===== config.mk =====
export PLATFORM = sky130hd
export DESIGN_NAME = muldiv_sequencer_flat
export DESIGN_NICKNAME = d
export VERILOG_FILES = /design/src/rtl/muldiv_sequencer_if.sv /design/src/rtl/muldiv_sequencer.sv /design/src/flat_wrapper.sv
export SDC_FILE = /design/constraint.sdc
export NUM_CORES = 1
export LEC_CHECK = 0
export CELL_PAD_IN_SITES_DETAIL_PLACEMENT = 0
export CELL_PAD_IN_SITES_GLOBAL_PLACEMENT = 1
export CORE_MARGIN = 2
export CORE_UTILIZATION = 49
export CTS_BUF_LIST = sky130_fd_sc_hd__clkbuf_8 sky130_fd_sc_hd__clkbuf_16
export CTS_CLUSTER_DIAMETER = 50
export DETAILED_ROUTE_END_ITERATION = 6
export PLACE_DENSITY = 0.95
export SLEW_MARGIN = 20
export SYNTH_ARGS = -nofsm -noshare
export SYNTH_HDL_FRONTEND = slang
export SYNTH_SLANG_ARGS = --single-unit

===== constraint.sdc =====
create_clock -name clk -period 16.9 [get_ports clk]
set_clock_uncertainty 0.2 [all_clocks]
set_input_delay 5.07 -clock clk [delete_from_list [all_inputs] [get_ports clk]]
set_output_delay 5.07 -clock clk [all_outputs]
set_load 0.01 [all_outputs]

===== src/rtl/muldiv_sequencer_if.sv =====
// muldiv_sequencer_if
//   Bundles the EX-stage signals that pass between the pipeline and the
//   iterative multiply/divide sequencer.
//   master : pipeline side. Drives MdValidE, Funct3E, SrcAE, SrcBE and FlushE.
//            Receives MdStall, Busy, MdResultE and MdDoneE.
//   slave  : sequencer side, with the directions reversed.
interface muldiv_sequencer_if #(
  parameter int XLEN = 32
);
  logic            MdValidE;
  logic [2:0]      Funct3E;
  logic [XLEN-1:0] SrcAE;
  logic [XLEN-1:0] SrcBE;
  logic            FlushE;
  logic            MdStall;
  logic            Busy;
  logic [XLEN-1:0] MdResultE;
  logic            MdDoneE;

  modport master (
    output MdValidE, Funct3E, SrcAE, SrcBE, FlushE,
    input  MdStall, Busy, MdResultE, MdDoneE
  );

  modport slave (
    input  MdValidE, Funct3E, SrcAE, SrcBE, FlushE,
    output MdStall, Busy, MdResultE, MdDoneE
  );
endinterface


===== src/rtl/muldiv_sequencer.sv =====
// muldiv_sequencer
//   Iterative RV32M multiply/divide controller for the EX stage.
//   Multiply uses shift-add and divide uses a restoring step. Each op
//   resolves one bit per cycle, so an op takes XLEN cycles in CALC.
//   Divide-by-zero and signed overflow skip CALC and go straight to DONE.
//   Ports:
//     clk, reset_n : clock (rising edge) and asynchronous active-low reset
//     md (slave)   : MdValidE/Funct3E/SrcAE/SrcBE/FlushE in,
//                    MdStall/Busy/MdResultE/MdDoneE out
module muldiv_sequencer #(
  parameter int XLEN = 32
) (
  input logic               clk,
  input logic               reset_n,
  muldiv_sequencer_if.slave md
);

  typedef enum logic [1:0] {IDLE, CALC, DONE} state_t;

  localparam logic [XLEN-1:0] MIN_INT = {1'b1, {(XLEN-1){1'b0}}};

  state_t            state;
  logic [2:0]        f3;
  logic              sign_a, sign_b, fast;
  logic [XLEN-1:0]   mag_a, mag_b;
  // Multiply: product high in [2X-1:X], multiplier shifting out of [X-1:0].
  // Divide: dividend shifts out of the MSB of [X-1:0] as quotient bits shift in.
  logic [2*XLEN-1:0] acc;
  logic [XLEN:0]     rem;
  logic [5:0]        cnt;

  // ---- operand decode at capture ----
  logic            is_div, sgn_a_op, sgn_b_op, in_sa, in_sb;
  logic            div0, ovf, in_fast, start;
  logic [XLEN-1:0] in_ma, in_mb;

  always_comb begin
    is_div   = md.Funct3E[2];
    sgn_a_op = 1'b0;
    sgn_b_op = 1'b0;
    case (md.Funct3E)
      3'b000, 3'b001, 3'b100, 3'b110: begin sgn_a_op = 1'b1; sgn_b_op = 1'b1; end
      3'b010:                         sgn_a_op = 1'b1;   // MULHSU
      default: ;
    endcase
    in_sa   = sgn_a_op & md.SrcAE[XLEN-1];
    in_sb   = sgn_b_op & md.SrcBE[XLEN-1];
    in_ma   = in_sa ? -md.SrcAE : md.SrcAE;
    in_mb   = in_sb ? -md.SrcBE : md.SrcBE;
    div0    = (md.SrcBE == '0);
    ovf     = ~md.Funct3E[0] & (md.SrcAE == MIN_INT) & (md.SrcBE == '1);
    in_fast = is_div & (div0 | ovf);
    start   = (state == IDLE) & md.MdValidE & ~md.FlushE;
  end

  // ---- one iteration of the datapath ----
  logic [XLEN:0]   mul_sum;
  logic [XLEN+1:0] div_shift, div_diff;
  logic            div_ge;

  always_comb begin
    mul_sum   = {1'b0, acc[2*XLEN-1:XLEN]} + {1'b0, (acc[0] ? mag_a : '0)};
    div_shift = {rem, acc[XLEN-1]};
    div_diff  = div_shift - {2'b00, mag_b};
    div_ge    = ~div_diff[XLEN+1];   // no borrow: divisor fits
  end

  always_ff @(posedge clk or negedge reset_n) begin
    if (!reset_n) begin
      state  <= IDLE;
      f3     <= '0;
      sign_a <= 1'b0;
      sign_b <= 1'b0;
      fast   <= 1'b0;
      mag_a  <= '0;
      mag_b  <= '0;
      acc    <= '0;
      rem    <= '0;
      cnt    <= '0;
    end else begin
      case (state)
        IDLE: if (start) begin
          f3     <= md.Funct3E;
          sign_a <= in_sa;
          sign_b <= in_sb;
          mag_a  <= in_ma;
          mag_b  <= in_mb;
          fast   <= in_fast;
          cnt    <= '0;
          if (in_fast) begin
            // The final answers are loaded now. DONE passes them through
            // without sign correction.
            acc   <= {{XLEN{1'b0}}, (div0 ? {XLEN{1'b1}} : MIN_INT)};
            rem   <= {1'b0, (div0 ? md.SrcAE : '0)};
            state <= DONE;
          end else begin
            acc   <= {{XLEN{1'b0}}, (is_div ? in_ma : in_mb)};
            rem   <= '0;
            state <= CALC;
          end
        end
        CALC: begin
          if (md.FlushE) begin
            state <= IDLE;
          end else begin
            cnt <= cnt + 6'd1;
            if (f3[2]) begin
              rem             <= div_ge ? div_diff[XLEN:0] : div_shift[XLEN:0];
              acc[XLEN-1:0]   <= {acc[XLEN-2:0], div_ge};
            end else begin
              acc <= {mul_sum, acc[XLEN-1:1]};
            end
            if (cnt == 6'(XLEN-1)) state <= DONE;
          end
        end
        DONE:    state <= IDLE;
        default: state <= IDLE;
      endcase
    end
  end

  // ---- sign correction and outputs ----
  logic              neg;
  logic [2*XLEN-1:0] prod_s;
  logic [XLEN-1:0]   quot_s, rem_s, res;

  always_comb begin
    neg    = sign_a ^ sign_b;
    prod_s = neg ? -acc : acc;
    quot_s = neg ? -acc[XLEN-1:0] : acc[XLEN-1:0];
    rem_s  = sign_a ? -rem[XLEN-1:0] : rem[XLEN-1:0];
    if (fast)       res = f3[1] ? rem[XLEN-1:0] : acc[XLEN-1:0];
    else if (f3[2]) res = f3[1] ? rem_s : quot_s;
    else            res = (f3[1:0] == 2'b00) ? prod_s[XLEN-1:0] : prod_s[2*XLEN-1:XLEN];
  end

  assign md.MdResultE = (state == DONE) ? res : '0;
  assign md.MdDoneE   = (state == DONE) & ~md.FlushE;
  assign md.Busy      = (state == CALC);
  // The flush term drops the stall in the cycle the flush arrives.
  assign md.MdStall   = reset_n & ~md.FlushE &
                        (((state == IDLE) & md.MdValidE & ~in_fast) | (state == CALC));

endmodule


===== src/flat_wrapper.sv =====
// flat-port wrapper written by rule: the top's interface ports become plain ports
module muldiv_sequencer_flat 
#(
  parameter int XLEN = 32
)
  (clk, reset_n, md_MdValidE, md_Funct3E, md_SrcAE, md_SrcBE, md_FlushE, md_MdStall, md_Busy, md_MdResultE, md_MdDoneE);
  muldiv_sequencer_if #(.XLEN(XLEN)) md_i ();
  input logic clk;
  input logic reset_n;
  input wire logic [$bits(md_i.MdValidE)-1:0] md_MdValidE;
  input wire logic [$bits(md_i.Funct3E)-1:0] md_Funct3E;
  input wire logic [$bits(md_i.SrcAE)-1:0] md_SrcAE;
  input wire logic [$bits(md_i.SrcBE)-1:0] md_SrcBE;
  input wire logic [$bits(md_i.FlushE)-1:0] md_FlushE;
  output wire logic [$bits(md_i.MdStall)-1:0] md_MdStall;
  output wire logic [$bits(md_i.Busy)-1:0] md_Busy;
  output wire logic [$bits(md_i.MdResultE)-1:0] md_MdResultE;
  output wire logic [$bits(md_i.MdDoneE)-1:0] md_MdDoneE;
  assign md_i.MdValidE = md_MdValidE;
  assign md_i.Funct3E = md_Funct3E;
  assign md_i.SrcAE = md_SrcAE;
  assign md_i.SrcBE = md_SrcBE;
  assign md_i.FlushE = md_FlushE;
  assign md_MdStall = md_i.MdStall;
  assign md_Busy = md_i.Busy;
  assign md_MdResultE = md_i.MdResultE;
  assign md_MdDoneE = md_i.MdDoneE;
  muldiv_sequencer #(.XLEN(XLEN)) u_core (.clk(clk), .reset_n(reset_n), .md(md_i));
endmodule

==> metrics.cfg, run 1 <==
[timing]
hold_viol_final=0
max_freq_mhz=71.0
final-setup-viol-count=0
rsz0062_at_grt=false
slew_headroom_pct=33.3
setup_tns_ns=0
finalCritPeriodShare_pct=83.4
period_minus_slack_ns=14.09
drv_slew=0
tightest_slew_ns=0.975

[critical_path]
cp.arrival_ns=8.82
end_kind=output port
cp_top_family=simple AND/OR/NAND/NOR gates
startpoint_type=input pin
crit_chain=clkdlybuf4s50_1, or4_1, nor4bb_1, nand2_1, nor4_2, buf_4, o21ai_1, a21oi_1, and3b_1, clkdlybuf4s50_1
crit_required_ns=11.63
max_stage_delay_ns=0.64
critical_path_peak_fanout=12
critPathSlowestCell=or4_1
critPathBufInv=3
worstSetupPathType=in2out
cpMostUsedCell=clkdlybuf4s50_1

[clocking]
clk_path_buf_depth=2
post_cts_buffers=0
cts_buffers=17
clk_pin_slew_ns=0.08
htreeDepth=4
cts_resized=0
tritoncts=yes
root_buffer=clkbuf_16
hold_buffers=0
clk_latency_ns=0.47
cts_sinks=175

[route]
drtPass1Iterations=7
route.vias.total=17100
initialDrtViolationCount=2112
wl_per_cell_um=25.5
drc_errors=0
viasPerCell=6.53
drt-total-wl_um=66900
drtAntennaViolNets=0

[placed_design]
gp_congestion=1.09
dpl_cell_area_mm2=0.0178
numPortBuffers=105
dp_hpwl_um=52000

[die]
ios=106
core_mm2=0.0334
die_w_um=187
die-area_mm2=0.0351
start_util_pct=49.4
fp.dieH_um=187
rows=67

[synthesis]
ys_seq_elements=175
yosysMostFrequentCell=nand2_1
synth_area_mm2=0.0165
synthCells=2147
synth_top_area_cell=dfrtp_1
syn_area_per_cell_um2=7.68
synth.area.top_cells=dfrtp_1 (27%), o21ai_0 (7.1%), xor2_1 (6.6%)
synth_common_cells=nand2_1 (261), o21ai_0 (234), a21oi_1 (208)
synth_fp_nets=2290
ys_warn_count=0
async_flop_share_pct=100
synth-main-ff-cell=dfrtp_1
synth_top_area_share_pct=26.6
synth_edf_count=0
yosysUniqueCellTypes=82
yosysSeqAreaShare_pct=26.6

[grt]
grtUsageTotal_pct=37.7
antenna_found_initial=4
overflow=0
grt_pass1_wl_um=101000
grt_pass1_vias=15900
grt_max_degree=82

[outcome]
status=finished clean

[pwr]
peakVddDrop_uv=90.6
power.density_mw_per_mm2=137
power_leakage_nw=7.75

[flow_run]
max_cap_viol_count=0

[finish]
nets=2301
final_area_mm2=0.0184
final_core_util_pct=55.1
drive_gt1_share_pct=4.74
area_delta_synth_final_pct=11.4

[hold_path]
hp-class=reg2reg

[registers in the layout, summed over array words and instances, names as in the netlist]
register	flops
u_core.mag_b	32
u_core.cnt	6
u_core.acc	64
u_core.sign_b	1
u_core.state	2
u_core.mag_a	32
u_core.rem	33
u_core.f3	3
u_core.fast	1
u_core.sign_a	1
[cells in the final DEF (no fill, tap or decap), types with 24 or more instances in the layout]
cell type | Yosys | layout
a21oi_1 | 208 | 207
xor2_1 | 124 | 123
o211ai_1 | 31 | 31
a31oi_1 | 24 | 24
a21o_1 | 26 | 26
o21ai_0 | 234 | 233
ha_1 | 70 | 70
nor3_1 | 41 | 41
and2_1 | 43 | 43
clkdlybuf4s50_1 | 0 | 104
dfrtp_1 | 175 | 173
o31ai_1 | 43 | 43
mux2i_1 | 86 | 86
buf_4 | 2 | 28
nand2_1 | 261 | 260
inv_1 | 67 | 66
nand3_1 | 27 | 27
nor2_1 | 151 | 150
xnor2_1 | 80 | 79
[final cells by class]
class | instances | area [um^2]
multi-input combinational | 1763 | 11300
clock buffer | 17 | 425
antenna | 2 | 5.00
tap | 448 | 561
inverter | 68 | 255
sequential | 175 | 4380
clock inverter | 15 | 141
fill | 3220 | 15000
timing repair buffer | 133 | 1260
[worst register-to-register path, cell delays in order (launching register included)]
cell and delay (ns):
dfrtp_1 0.50, ha_1 0.41, a21o_1 0.23, a211o_1 0.23
o211ai_1 0.62, o21ai_0 0.28, a211oi_1 0.62, xnor2_4 0.17
buf_4 0.55, mux2_2 0.49, a22oi_1 0.28, o21ai_0 0.13
[power breakdown]
part / switching [mW] / total, mW / internal (mW)
clock network: 0.205 / 0.401 / 0.196
logic: 0.863 / 1.41 / 0.545
registers: 0.203 / 0.713 / 0.510
[per-layer routing]
metal / global-route usage [%] / vias to the layer above / part of all wire, %
met2: 57.8 / 981 / 44
met1: 50.1 / 8161 / 41
li1: - / 7769 / -
met3: 7.34 / 192 / 9.9
met4: 20.7 / 6 / 6.0
met5: 0 / - / 0.058
[per-stage QoR]
stage               power [mW]  setup slack, ns  cells  hold WS (ns)
finish                    2.52             2.81   2621         0.274
global placement          2.07             2.99   2587         0.259
CTS                       2.48             2.93   2619         0.280
global route              2.67             2.66   2619         0.307
floorplan                 1.64             4.42   2147         0.242
detailed placement        2.08             2.94   2587         0.263
[path summary, 6_finish.rpt]
check / end / depth (start not counted) / startpoint / slack (ns)
max in group asynchronous: u_core.mag_b[13] / 2 / reset_n / 10.71
min in group asynchronous: u_core.mag_a[7] / 1 / reset_n / 4.37
worst min register to register: u_core.mag_a[18] / 2 / u_core.mag_a[18] / 0.27
worst max register to register: u_core.rem[4] / 11 / u_core.rem[3] / 12.06
worst max-delay path: md_MdStall / 10 / md_SrcAE[13] / 2.81
worst min-delay path: u_core.mag_a[18] / 2 / u_core.mag_a[18] / 0.27
[logic make-up (layout without fill, tap and decap cells)]
| logic type | Yosys count | count (layout) | share of synthesized area [%] |
|---|---|---|---|
| and+or+nand+nor | 668 | 668 | 19.3 |
| muxes | 95 | 95 | 5.86 |
| other | 0 | 2 | 0 |
| adders and majority gates | 72 | 72 | 5.56 |
| AOI/OAI and AO/OA | 723 | 723 | 26.8 |
| xor gates and xnor gates | 205 | 205 | 10.9 |
| buffers and inverters | 209 | 233 | 5.04 |
| DFF | 175 | 175 | 26.6 |
Note: power is estimated with default switching activity, not from simulation.
==> inputs of run 2 (changes only) <==
- CORE_UTILIZATION: 49 -> 46
- PLACE_DENSITY: 0.95 -> 0.92
- clock period: 16.9 -> 13.3 ns (I/O delays scaled with it)
==> metrics.cfg, run 2 (synthesis results as in run 1) <==
[clocking]
root_buffer=clkbuf_16
hold_buffers=0  ; unchanged
clk_latency_ns=0.47  ; about the same
clk_pin_slew_ns=0.09  ; about the same
htreeDepth=4  ; unchanged
tritoncts=yes
post_cts_buffers=0  ; unchanged
cts_sinks=175  ; unchanged
cts_resized=0  ; unchanged
clk_path_buf_depth=2  ; unchanged
cts_buffers=17  ; unchanged

[pwr]
total_power_mw=3.23  ; +28%
peakVddDrop_uv=105  ; +15%
switching_share_pct=50.6  ; +0.17 points
power.density_mw_per_mm2=175  ; +28%
combPwrFrac_pct=55.1  ; -0.7 points
internal_power_mw=1.60  ; +28%
p_sw_mw=1.63  ; +29%
power_leakage_nw=7.75  ; about the same
pwr-share-clk_pct=16.6  ; +0.7 points
seqPwrFrac_pct=28.4  ; about the same

[timing]
setup_tns_ns=0  ; unchanged
period_minus_slack_ns=11.80
setup_ws_ns=1.50  ; -1.31 ns
hold_viol_final=0  ; unchanged
max_freq_mhz=84.7
tightest_slew_ns=1.10  ; +0.127 ns
drv_slew=0  ; unchanged
rsz0062_at_grt=false
finalCritPeriodShare_pct=88.7
final-setup-viol-count=0  ; unchanged
slew_headroom_pct=26.4  ; -6.9 points
fin_hold_ws_ns=0.282  ; +0.00764 ns

[placed_design]
gp_congestion=1.05  ; -3.7%
pre_cts_slack_ns=1.56  ; -1.38 ns
numPortBuffers=105  ; unchanged
dpl_cell_area_mm2=0.0178  ; about the same
dp_hpwl_um=51300  ; -1.3%
dp_cells=2598  ; +0.43%

[finish]
fin_cells=2632  ; +0.42%
final_area_mm2=0.0184  ; +0.33%
largest-register=u_core.acc
area_delta_synth_final_pct=11.8
drive_gt1_share_pct=4.75  ; about the same
final_cell_mix=nand2_1 (260), o21ai_0 (233), a21oi_1 (207)
largest_register_ffs=64  ; unchanged
largestRegisters=u_core.acc (64), u_core.rem (33)
final_core_util_pct=52.1  ; -3.0 points
layout_commonest_cell=nand2_1
nets=2299  ; -0.087%

[grt]
grtUsageTotal_pct=34.9  ; -2.8 points
overflow=0  ; unchanged
antenna_found_initial=3  ; -1
grt_pass1_wl_um=100000  ; -0.85%
grt_pass1_vias=15900  ; -0.17%
grt_max_degree=102  ; +24%

[route]
drt-total-wl_um=66400  ; -0.76%
wl_per_cell_um=25.2  ; -1.2%
route.vias.total=17000  ; -0.48%
viasPerCell=6.47  ; -0.90%
drc_errors=0  ; unchanged
initialDrtViolationCount=2147  ; +1.7%
drtAntennaViolNets=0  ; unchanged
drtPass1Iterations=6  ; -1

[die]
rows=69  ; +3.0%
core_mm2=0.0354  ; +6.1%
fp.dieH_um=193  ; +3.1%
die-area_mm2=0.0374  ; +6.4%
die_w_um=193  ; +3.1%
ios=106  ; unchanged
start_util_pct=46.6  ; -2.8 points

[outcome]
status=finished clean

[critical_path]
critical_path_peak_fanout=12  ; unchanged
cp.arrival_ns=7.61  ; -1.21 ns
rr_worst_depth=11  ; unchanged
end_kind=output port
startpoint_type=input pin
crit_required_ns=9.11  ; -2.52 ns
worstSetupPathType=in2out

[flow_run]
max_cap_viol_count=0  ; unchanged

[hold_path]
hp-class=reg2reg
hold_depth=2  ; unchanged

## run 2: changes by cell type in the layout (fill, tap and decap cells not counted), sizes merged
cell / before / now
buf: 29 / 27
clkinv: 6 / 8
clkinvlp: 1 / 2
inv: 76 / 73
## run 2: cell type report
class	count	area, um^2
inverters	68	255
clock buffers	17	425
repair buffers	131	1250
well taps	461	577
multi-input cells	1763	11400
flip-flops and latches	175	4380
diodes	2	5.00
fillers	3491	17000
clock inverters	15	186
## run 2: worst max-delay path: stages
cell and delay (ns):
clkdlybuf4s50_1 0.51, or4_1 0.64, nor4bb_1 0.52, nand2_1 0.28
nor4_2 0.31, buf_4 0.23, o21ai_1 0.08, buf_4 0.19
a21oi_1 0.18, and3b_1 0.20, clkdlybuf4s50_1 0.47
## run 2: power by group through the flow
stage | combinational, mW | sequential, mW | clock [mW]
floorplan | 1.33 | 0.753 | 0
global placement | 1.72 | 0.903 | 0
detailed placement | 1.73 | 0.908 | 0
CTS | 1.74 | 0.897 | 0.539
global route | 1.94 | 0.921 | 0.559
finish | 1.78 | 0.917 | 0.535
## run 2: path summary, 6_finish.rpt
| path | end | slack, ns | start |
|---|---|---|---|
| max | md_MdStall | 1.50 | md_SrcAE[13] |
| min | u_core.mag_a[28] | 0.28 | u_core.mag_a[28] |
| max reg2reg | u_core.rem[5] | 8.71 | u_core.rem[13] |
| min reg2reg | u_core.mag_a[28] | 0.28 | u_core.mag_a[28] |
| max in group asynchronous | u_core.rem[14] | 7.56 | reset_n |
| min in group asynchronous | u_core.acc[38] | 3.25 | reset_n |
## run 2: metal layers
layer,wire (um),track usage (%),part of all wire (%)
met1,27300,47.1,41
met4,3720,17.2,5.6
met2,28500,53.1,43
met5,39,0,0.059
met3,6860,7.24,10
==> inputs of run 3 (changes only) <==
- HOLD_SLACK_MARGIN: default -> 0.08
==> results of run 3 <==
The final DEF is identical to that of run 2; final timing and power are the same.
